<file path="src/rtl/gvp_program_loader.sv">
// gvp_program_loader: halts the GVP, programs reset options, vectors and presets over
// its config bus, releases reset and then waits for the program to finish.
module gvp_program_loader #(
    parameter int NUM_VECTORS_N2     = 4,
    parameter int CONTROL_ADDR       = 1,
    parameter int RESET_OPTIONS_ADDR = 2,
    parameter int VECTOR_PROG_ADDR   = 3,
    parameter int VECTOR_PRESET_ADDR = 4,
    parameter int IDLE_ADDR          = 0,
    parameter int WRITE_HOLD         = 8,
    parameter int RESET_SETTLE       = 16
) (
    input  logic                      a_clk,
    input  logic                      a_resetn,
    input  logic [31:0]               s_axis_tdata,
    input  logic                      s_axis_tvalid,
    output logic                      s_axis_tready,
    input  logic                      s_axis_tlast,
    input  logic                      cmd_start,
    input  logic                      cmd_abort,
    input  logic [NUM_VECTORS_N2:0]   cmd_nvec,
    input  logic [15:0]               cmd_options,
    input  logic [31:0]               preset_u,
    input  logic [31:0]               preset_a,
    input  logic [31:0]               preset_b,
    input  logic                      gvp_finished,
    output logic [31:0]               config_addr,
    output logic [511:0]              config_data,
    output logic                      busy,
    output logic                      done,
    output logic                      error,
    output logic [3:0]                state,
    output logic [NUM_VECTORS_N2:0]   vec_count
);
    typedef enum logic [3:0] {
        IDLE = 4'd0, HALT = 4'd1, SETTLE = 4'd2, OPTS = 4'd3, COLLECT = 4'd4, VWRITE = 4'd5,
        VGAP = 4'd6, PRESET = 4'd7, RUN = 4'd8, WATCH = 4'd9, ABORT = 4'd10
    } state_t;

    localparam logic [NUM_VECTORS_N2:0] MAX_VEC = {1'b1, {NUM_VECTORS_N2{1'b0}}};

    state_t                    r_state, w_next;
    logic [15:0]               r_cnt;
    logic [3:0]                r_word;
    logic [511:0]              r_buf, w_buf, w_data;
    logic [NUM_VECTORS_N2:0]   r_nvec;
    logic [15:0]               r_opts;
    logic [31:0]               r_u, r_a, r_b, w_addr;
    logic                      w_acc, w_hold, w_start_ok, w_frame_err;

    assign state = r_state;

    always_comb begin
        w_acc       = s_axis_tvalid & s_axis_tready;
        w_hold      = r_cnt == 16'(WRITE_HOLD - 1);
        w_start_ok  = cmd_nvec != '0 && cmd_nvec <= MAX_VEC;
        // word 0 carries the vector slot address; tlast must mark exactly word 15
        w_frame_err = w_acc && ((r_word == 4'd0 && s_axis_tdata[31:NUM_VECTORS_N2] != '0) ||
                                (s_axis_tlast != (r_word == 4'd15)));
        w_buf = r_buf;
        if (w_acc)
            w_buf[{r_word, 5'd0} +: 32] = s_axis_tdata;
        w_next = r_state;
        case (r_state)
            IDLE:    w_next = (cmd_start && w_start_ok) ? HALT : IDLE;
            HALT:    w_next = w_hold ? SETTLE : HALT;
            SETTLE:  w_next = (r_cnt == 16'(RESET_SETTLE - 1)) ? OPTS : SETTLE;
            OPTS:    w_next = w_hold ? COLLECT : OPTS;
            COLLECT: w_next = w_frame_err ? ABORT : (w_acc && r_word == 4'd15) ? VWRITE : COLLECT;
            VWRITE:  w_next = w_hold ? VGAP : VWRITE;
            VGAP:    w_next = !w_hold ? VGAP : (vec_count < r_nvec) ? COLLECT : PRESET;
            PRESET:  w_next = w_hold ? RUN : PRESET;
            RUN:     w_next = w_hold ? WATCH : RUN;
            WATCH:   w_next = gvp_finished ? IDLE : WATCH;
            ABORT:   w_next = w_hold ? IDLE : ABORT;
            default: w_next = IDLE;
        endcase
        if (cmd_abort && r_state != IDLE && r_state != ABORT)
            w_next = ABORT;
        // bus outputs are computed for the upcoming state so the registered bus lines up with it
        w_addr = 32'(IDLE_ADDR);
        w_data = '0;
        case (w_next)
            HALT, ABORT: begin w_addr = 32'(CONTROL_ADDR); w_data = 512'd1; end
            OPTS:        begin w_addr = 32'(RESET_OPTIONS_ADDR); w_data[15:0] = r_opts; end
            VWRITE:      begin w_addr = 32'(VECTOR_PROG_ADDR); w_data = w_buf; end
            PRESET: begin
                w_addr          = 32'(VECTOR_PRESET_ADDR);
                w_data[127:96]  = r_u;
                w_data[159:128] = r_a;
                w_data[191:160] = r_b;
            end
            RUN:         w_addr = 32'(CONTROL_ADDR);
            default:     w_addr = 32'(IDLE_ADDR);
        endcase
    end

    always_ff @(posedge a_clk or negedge a_resetn) begin
        if (!a_resetn) begin
            r_state       <= IDLE;
            r_cnt         <= '0;
            r_word        <= '0;
            r_buf         <= '0;
            r_nvec        <= '0;
            r_opts        <= '0;
            r_u           <= '0;
            r_a           <= '0;
            r_b           <= '0;
            s_axis_tready <= 1'b0;
            config_addr   <= 32'(IDLE_ADDR);
            config_data   <= '0;
            busy          <= 1'b0;
            done          <= 1'b0;
            error         <= 1'b0;
            vec_count     <= '0;
        end else begin
            r_state       <= w_next;
            r_cnt         <= (w_next != r_state) ? 16'd0 : r_cnt + 16'd1;
            r_word        <= (r_state == COLLECT && w_next == COLLECT) ? r_word + {3'b0, w_acc} : 4'd0;
            r_buf         <= w_buf;
            s_axis_tready <= w_next == COLLECT;
            config_addr   <= w_addr;
            config_data   <= w_data;
            busy          <= w_next != IDLE;
            done          <= r_state == WATCH && w_next == IDLE;
            if (r_state == IDLE && cmd_start) begin
                if (w_start_ok) begin
                    r_nvec    <= cmd_nvec;
                    r_opts    <= cmd_options;
                    r_u       <= preset_u;
                    r_a       <= preset_a;
                    r_b       <= preset_b;
                    error     <= 1'b0;
                    vec_count <= '0;
                end else begin
                    error <= 1'b1;
                end
            end
            if (w_frame_err)
                error <= 1'b1;
            if (r_state == VWRITE && w_next == VGAP)
                vec_count <= vec_count + {{NUM_VECTORS_N2{1'b0}}, 1'b1};
        end
    end
endmodule

</file>
<file path="config.mk">
export PLATFORM = sky130hd
export DESIGN_NAME = gvp_program_loader
export DESIGN_NICKNAME = d
export VERILOG_FILES = /design/src/rtl/gvp_program_loader.sv
export SDC_FILE = /design/constraint.sdc
export NUM_CORES = 2
export LEC_CHECK = 0
export BUFFER_PORTS_ARGS = -buffer_cell sky130_fd_sc_hd__clkbuf_2
export CORE_AREA = 2 2 312 314
export DETAILED_ROUTE_END_ITERATION = 12
export DIE_AREA = 0 0 314 316
export PLACE_DENSITY_LB_ADDON = 0.2
export SYNTH_ARGS = -nofsm -noshare
export SYNTH_HDL_FRONTEND = slang
export SYNTH_SLANG_ARGS = --single-unit
export TNS_END_PERCENT = 1
</file>
<file path="constraint.sdc">
create_clock -name a_clk -period 3.66 [get_ports a_clk]
set_input_delay 0.732 -clock a_clk [delete_from_list [all_inputs] [get_ports a_clk]]
set_output_delay 0.732 -clock a_clk [all_outputs]
set_load 0.01 [all_outputs]
</file>
## Word-level counts from Yosys, hierarchy flattened

Index checks and enable logic that the tools add are counted.
W data, S select, Z words.

| word-level totals | value |
|---|---|
| word-level logic and storage cells | 105 |
| bits in registers | 1206 |
| input bits | 156 |
| output and inout bits | 557 |

| operators by class | value |
|---|---|
| bitwise gates (word level) | 1 |
| order comparisons | 2 |
| reductions and logical operators | 26 |
| add/subtract/negate cells | 4 |
| mux-type cells | 30 |
| eq/ne operators | 24 |
| shifts and indexed selects | 2 |

Operators by type and width:

| operator | count |
|---|---|
| $bwmux W512 | 1 |
| $mux W512 | 1 |
| $shift A32 B11 Y512 const A | 1 |
| $shiftx A32 B11 Y512 | 1 |
| $mux W320 | 1 |
| $pmux W96 S2 | 1 |
| $mux W80 | 1 |
| $pmux W16 S3 | 1 |
| $pmux W4 S11 | 1 |
| $eq A4 B3 Y1 const B | 8 |
| $reduce_bool A28 Y1 | 1 |
| $eq A4 B4 Y1 const B | 6 |
| $mux W4 | 6 |
| $add A16 B1 Y16 const B | 1 |
| $eq A16 B3 Y1 const B | 1 |
| $eq A16 B4 Y1 const B | 1 |
| $mux W16 | 1 |
| $mux W5 | 3 |
| $eq A4 B2 Y1 const B | 3 |
| $logic_not A4 Y1 | 3 |
| $pmux W3 S4 | 1 |
| $logic_and A1 B1 Y1 | 11 |
| $neg A9 Y11 | 1 |
| $eq A4 B1 Y1 const B | 2 |
| 18 further kinds | 31 |

## Longest topological paths before layout

| depth | value |
|---|---|
| depth in word-level cells | 11 |
| mapped depth | 14 |
| depth with buffers taken out | 9 |

## Worst setup path after synthesis

Ideal clock, no wire load.

| timing path | value |
|---|---|
| kind | reg2reg |
| from | register r_word[0] |
| to | register config_data[128] |
| stages on the path, launching flop included | 13 |
| clock period less this slack | 2.844 ns |
| path buffers | 4 |
| arrival | 2.723 ns |
| library setup time | 0.121 ns |
| data required time | 3.539 ns |
| slack | 0.816 ns |
| cell sequence | dfrtp_1 -> clkbuf_1 -> inv_1 -> ha_1 -> nand2b_1 -> and2_1 -> clkbuf_1 -> and3_1 -> clkbuf_1 -> nand2_1 -> buf_1 -> mux2_2 -> a22o_1 |

| between the ends | value |
|---|---|
| elaborated cells between the ends (all ways) | 19 |
| classes of those cells | add/sub: 1; eq/ne: 4; shift: 2; mux: 7; reduce/logical: 5 |

RTL lines:

| element | RTL line | source |
|---|---|---|
| start, declared | 44 | `logic [3:0] r_word;` |
| start signal, assigned | 119 | `r_word <= (r_state == COLLECT && w_next == COLLECT) ? r_word + {3'b0, w_acc} : 4'd0;` |
| $neg A9 Y11 (*) | 62 | `w_buf[{r_word, 5'd0} +: 32] = s_axis_tdata;` |
| $shiftx A32 B11 Y512 or $shift A32 B11 Y512 (tied branches) | 62 |  |
| $bwmux W512 (*) | 62 |  |
| $mux W512 (*) | 61 | `if (w_acc)` |
| named net w_buf[128] | 45 | `logic [511:0] r_buf, w_buf, w_data;` |
| $pmux W96 S2 (*) | 83 | `case (w_next)` |
| named net w_data[128] | 45 |  |
| end signal, assigned | 123 | `config_data <= w_data;` |
| end, declared | 28 | `output logic [511:0] config_data,` |

The timed path passes the listed nets; every way through them passes the cells marked *.
A chain may end at the register's enable or synchronous reset.

## Final worst setup path

| timing path | value |
|---|---|
| from | register r_word[0] |
| to | register r_cnt[8] |

| between the ends | value |
|---|---|
| word-level cells in the longest chain between the ends | 9 |
| elaborated cells between the ends (all ways) | 13 |
| classes of those cells | eq/ne: 3; mux: 5; reduce/logical: 5 |

RTL lines:

| element | RTL line | source |
|---|---|---|
| $eq A4 B4 Y1 or $logic_not A4 Y1 (tied branches) | 59, 69, 58 |  |
| $ne A1 B1 Y1 or $logic_and A1 B1 Y1 (tied branches) | 59, 58 |  |
| $logic_or A1 B1 Y1 | 58 | `w_frame_err = w_acc && ((r_word == 4'd0 && s_axis_tdata[31:NUM_VECTORS_N2] != '0) \|\|` |
| $logic_and A1 B1 Y1 | 58 |  |
| $mux W4 (*) | 69 | `COLLECT: w_next = w_frame_err ? ABORT : (w_acc && r_word == 4'd15) ? VWRITE : COLLECT;` |
| $pmux W4 S11 (*) | 64 | `case (r_state)` |
| $mux W4 (*) | 78 | `if (cmd_abort && r_state != IDLE && r_state != ABORT)` |
| $ne A4 B4 Y1 (*) | 118 | `r_cnt <= (w_next != r_state) ? 16'd0 : r_cnt + 16'd1;` |
| $mux W16 (*) | 118 |  |
| end signal, assigned | 118 |  |
| end, declared | 43 | `logic [15:0] r_cnt;` |

Every way passes the cells marked *; elsewhere a longest branch is shown, timed or not.

==> flow_summary.yaml <==
yosys:
  yosysWarningCount: 0
  synth_area_leaders: "dfrtp_1, mux2_2, and2_1, nand2_1, o21ai_0"
  netlist_area_um2: 42900
  synth_edf_count: 0
  synth.ff_latch_count: 1177
  synth.top_cell.area_share: 0.686
  synth_ff_type: "dfrtp_1"
  synth_area_per_cell_um2: 13.1
  synth_cell_type_count: 66
  synth_top_area_cell: "dfrtp_1"
  async_flop_share: 1.00
  synth_seq_area_share: 0.686
  synthCells: 3274
detailed_routing:
  ant_nets: 0
  drt_iter0_markers: 2367
  drc_errors: 0
  wl_um: 129000
  dr.pass1.iters: 5
  wl_per_cell_um: 24.1
  dr_total_vias: 27800
  avgViaCountPerCell: 5.18
cts:
  cts-htree-levels: 3
  clock_latency_ns: 0.70
  clockBufferDepth: 3
  clockRootBuffer: "clkbuf_16"
  cts_tree: "built"
  cts_inserted_buffers: 117
  cts_hold_buf: 0
  cts_sinks: 1177
  path_clk_slew_ns: 0.06
critical_path:
  worstPathCellList: "inv_1 > ha_1 > nand2b_1 > nor2_1 > o21ai_0 > buf_4 > a211oi_1 > buf_4 > a211oi_1 > a311oi_4 > nor3_1"
  max_stage_delay_ns: 0.70
  r2r_start: "r_word[0]"
  required_ns: 4.20
  r2r_slack_ns: 0.37
  crit_buf_inv: 3
  cp-end-kind: "flop"
  start_kind: "flop"
  regToRegEndpoint: "r_cnt[8]"
  cp_top_family: "compound AO/OA/AOI/OAI gates"
  cp_max_fo: 16
  crit_arrival_ns: 3.83
  path_class: "reg2reg"
  crit_path_top_delay_cell: "a311oi_4"
  reg2regPathDepth: 11
finish:
  post-route-cell-area_um2: 52400
  n_fill_cell: 8177
  syn_to_final_growth_pct: 22.2
  nets: 4156
  drive_gt1_frac: 0.340
  post-route-util: 0.546
placement:
  dpl_cell_area_um2: 48500
  place.gp.congestion: 0.904
  place_ws_ns: -0.248
  io_buffer_count: 683
  hpwlAfterDp_um: 85400
timing:
  hold_viol_final: 0
  rsz0062_at_grt: "false"
  drv_slew: 0
  fin_skew_ns: 0.0197
  period_share: 0.898
  setup_ws_ns: 0.375
  fmax_ghz: 0.304
  setup_viol_count_final: 0
  worstMarginPinSlew_ns: 0.873
  slew_headroom: 0.418
  period_needed_ns: 3.29
floorplanning:
  dieWidth_um: 314
  fp.dieH_um: 316
  initial_utilization: 0.447
  placementRows: 114
  io_pins: 713
  dieArea_um2: 99200
  core_area_um2: 96000
power_and_ir_drop:
  ir_drop_v: 0.000368
  power_density_nw_per_um2: 522
  total_power_mw: 27.4
  power_leakage_nw: 27.3
hold_path:
  hp-class: "in2async"
global_routing:
  grt_start_max_net_pins: 120
  antenna_found_initial: 17
  grt_pass1_vias: 27500
  grt_use_total: 0.259
  grt_overflow: 0
  grt_pass1_wl_um: 187000
status:
  status: "finished clean"
run:
  cap_violations: 0
-- layout make-up --
cell class | count | area [um2] | share of cell area
diodes | 2 | 5.00 | 0.0000954
clock buffers | 169 | 3390 | 0.0647
clock inverters | 47 | 505 | 0.00964
inverters | 12 | 45.0 | 0.000859
multi-input cells | 1852 | 12400 | 0.237
flip-flops and latches | 1177 | 29500 | 0.562
well taps | 1276 | 1600 | 0.0304
repair buffers | 828 | 5030 | 0.0960
-- registers in the layout (all words and copies together) (netlist names) --
register	flops
config_data	512
r_buf	512
r_a	32
r_b	32
r_u	32
r_cnt	16
r_opts	16
r_nvec	5
vec_count	5
r_word	4
state	4
config_addr	3
busy	1
done	1
error	1
s_axis_tready	1
-- per-stage QoR --
stage	instances	TNS, ns	hold slack, ns
floorplan	3302	0	0.433
global placement	5145	-2.94	0.443
detailed placement	5145	-3.23	0.450
CTS	5361	0	0.0626
global route	5362	0	0.0784
finish	5363	0	0.0587
-- worst max path at each step --
stage	from	end	slack [ns]	cells after the start
after floorplan	r_word[0]	config_data[128]	0.82	12
after global placement	s_axis_tdata[18]	r_cnt[9]	-0.19	12
after detailed placement	s_axis_tdata[18]	r_cnt[8]	-0.25	12
after CTS	r_word[0]	r_cnt[8]	0.13	11
after global routing	r_word[0]	r_cnt[8]	0.16	11
final	r_word[0]	r_cnt[8]	0.37	11
-- power by group --
| part | switching [mW] | internal [mW] | total, mW |
|---|---|---|---|
| logic | 0.962 | 0.667 | 1.63 |
| registers | 0.257 | 13.5 | 13.7 |
| clock network | 5.08 | 6.94 | 12.0 |
| total | 6.29 | 21.1 | 27.4 |
-- synthesized netlist by cell type (3+ instances only) --
library cell	instances
clkbuf_1	157
nand3_1	108
and3_1	11
inv_1	11
buf_6	3
xor2_1	10
nor4_4	3
o21ai_0	217
xnor2_1	11
mux2_2	340
nand4_1	7
o31ai_1	25
nand2b_1	7
a21o_1	32
or3_1	3
buf_1	18
nor4_1	13
nor2b_1	3
a22o_1	111
dfrtp_1	1177
nor2_1	49
a21oi_1	40
buf_4	35
and2_1	376
ha_1	12
nand2_1	377
o211ai_1	3
nor3_1	23
buf_2	48
-- routing by layer --
metal  track usage  share of wire
met5             0        0.00061
met4        0.0907          0.033
met3        0.0441          0.055
met2         0.420           0.49
met1         0.356           0.43
-- logic make-up after synthesis --
group,count (synthesis),share of synthesized area
AO/OA/AOI/OAI,449,0.0674
XOR/XNOR,21,0.00429
adder cells (fa/ha/maj),13,0.00376
buffers and inverters,273,0.0289
flip-flops,1177,0.686
multiplexers,341,0.0895
other,1,0.0000874
AND/OR/NAND/NOR,999,0.120
-- repair_timing --
item,in CTS,in global routing
endpoints found under the setup margin,0,16
buffers inserted,0,0
gates resized for setup,0,1
-- cell usage in the layout (no fill, tap or decap), types with 26 or more instances in the layout --
cell type     n
nor2_1       48
conb_1       29
a21o_1       32
a22o_1      111
mux2_2      340
clkbuf_1     26
clkbuf_2    682
buf_12       42
nand2_1     366
buf_4       104
and2_1      375
clkbuf_16   118
a21oi_1      40
nand3_1     107
dfrtp_1    1177
o21ai_0     217
Power figures use the tool's default switching activity.
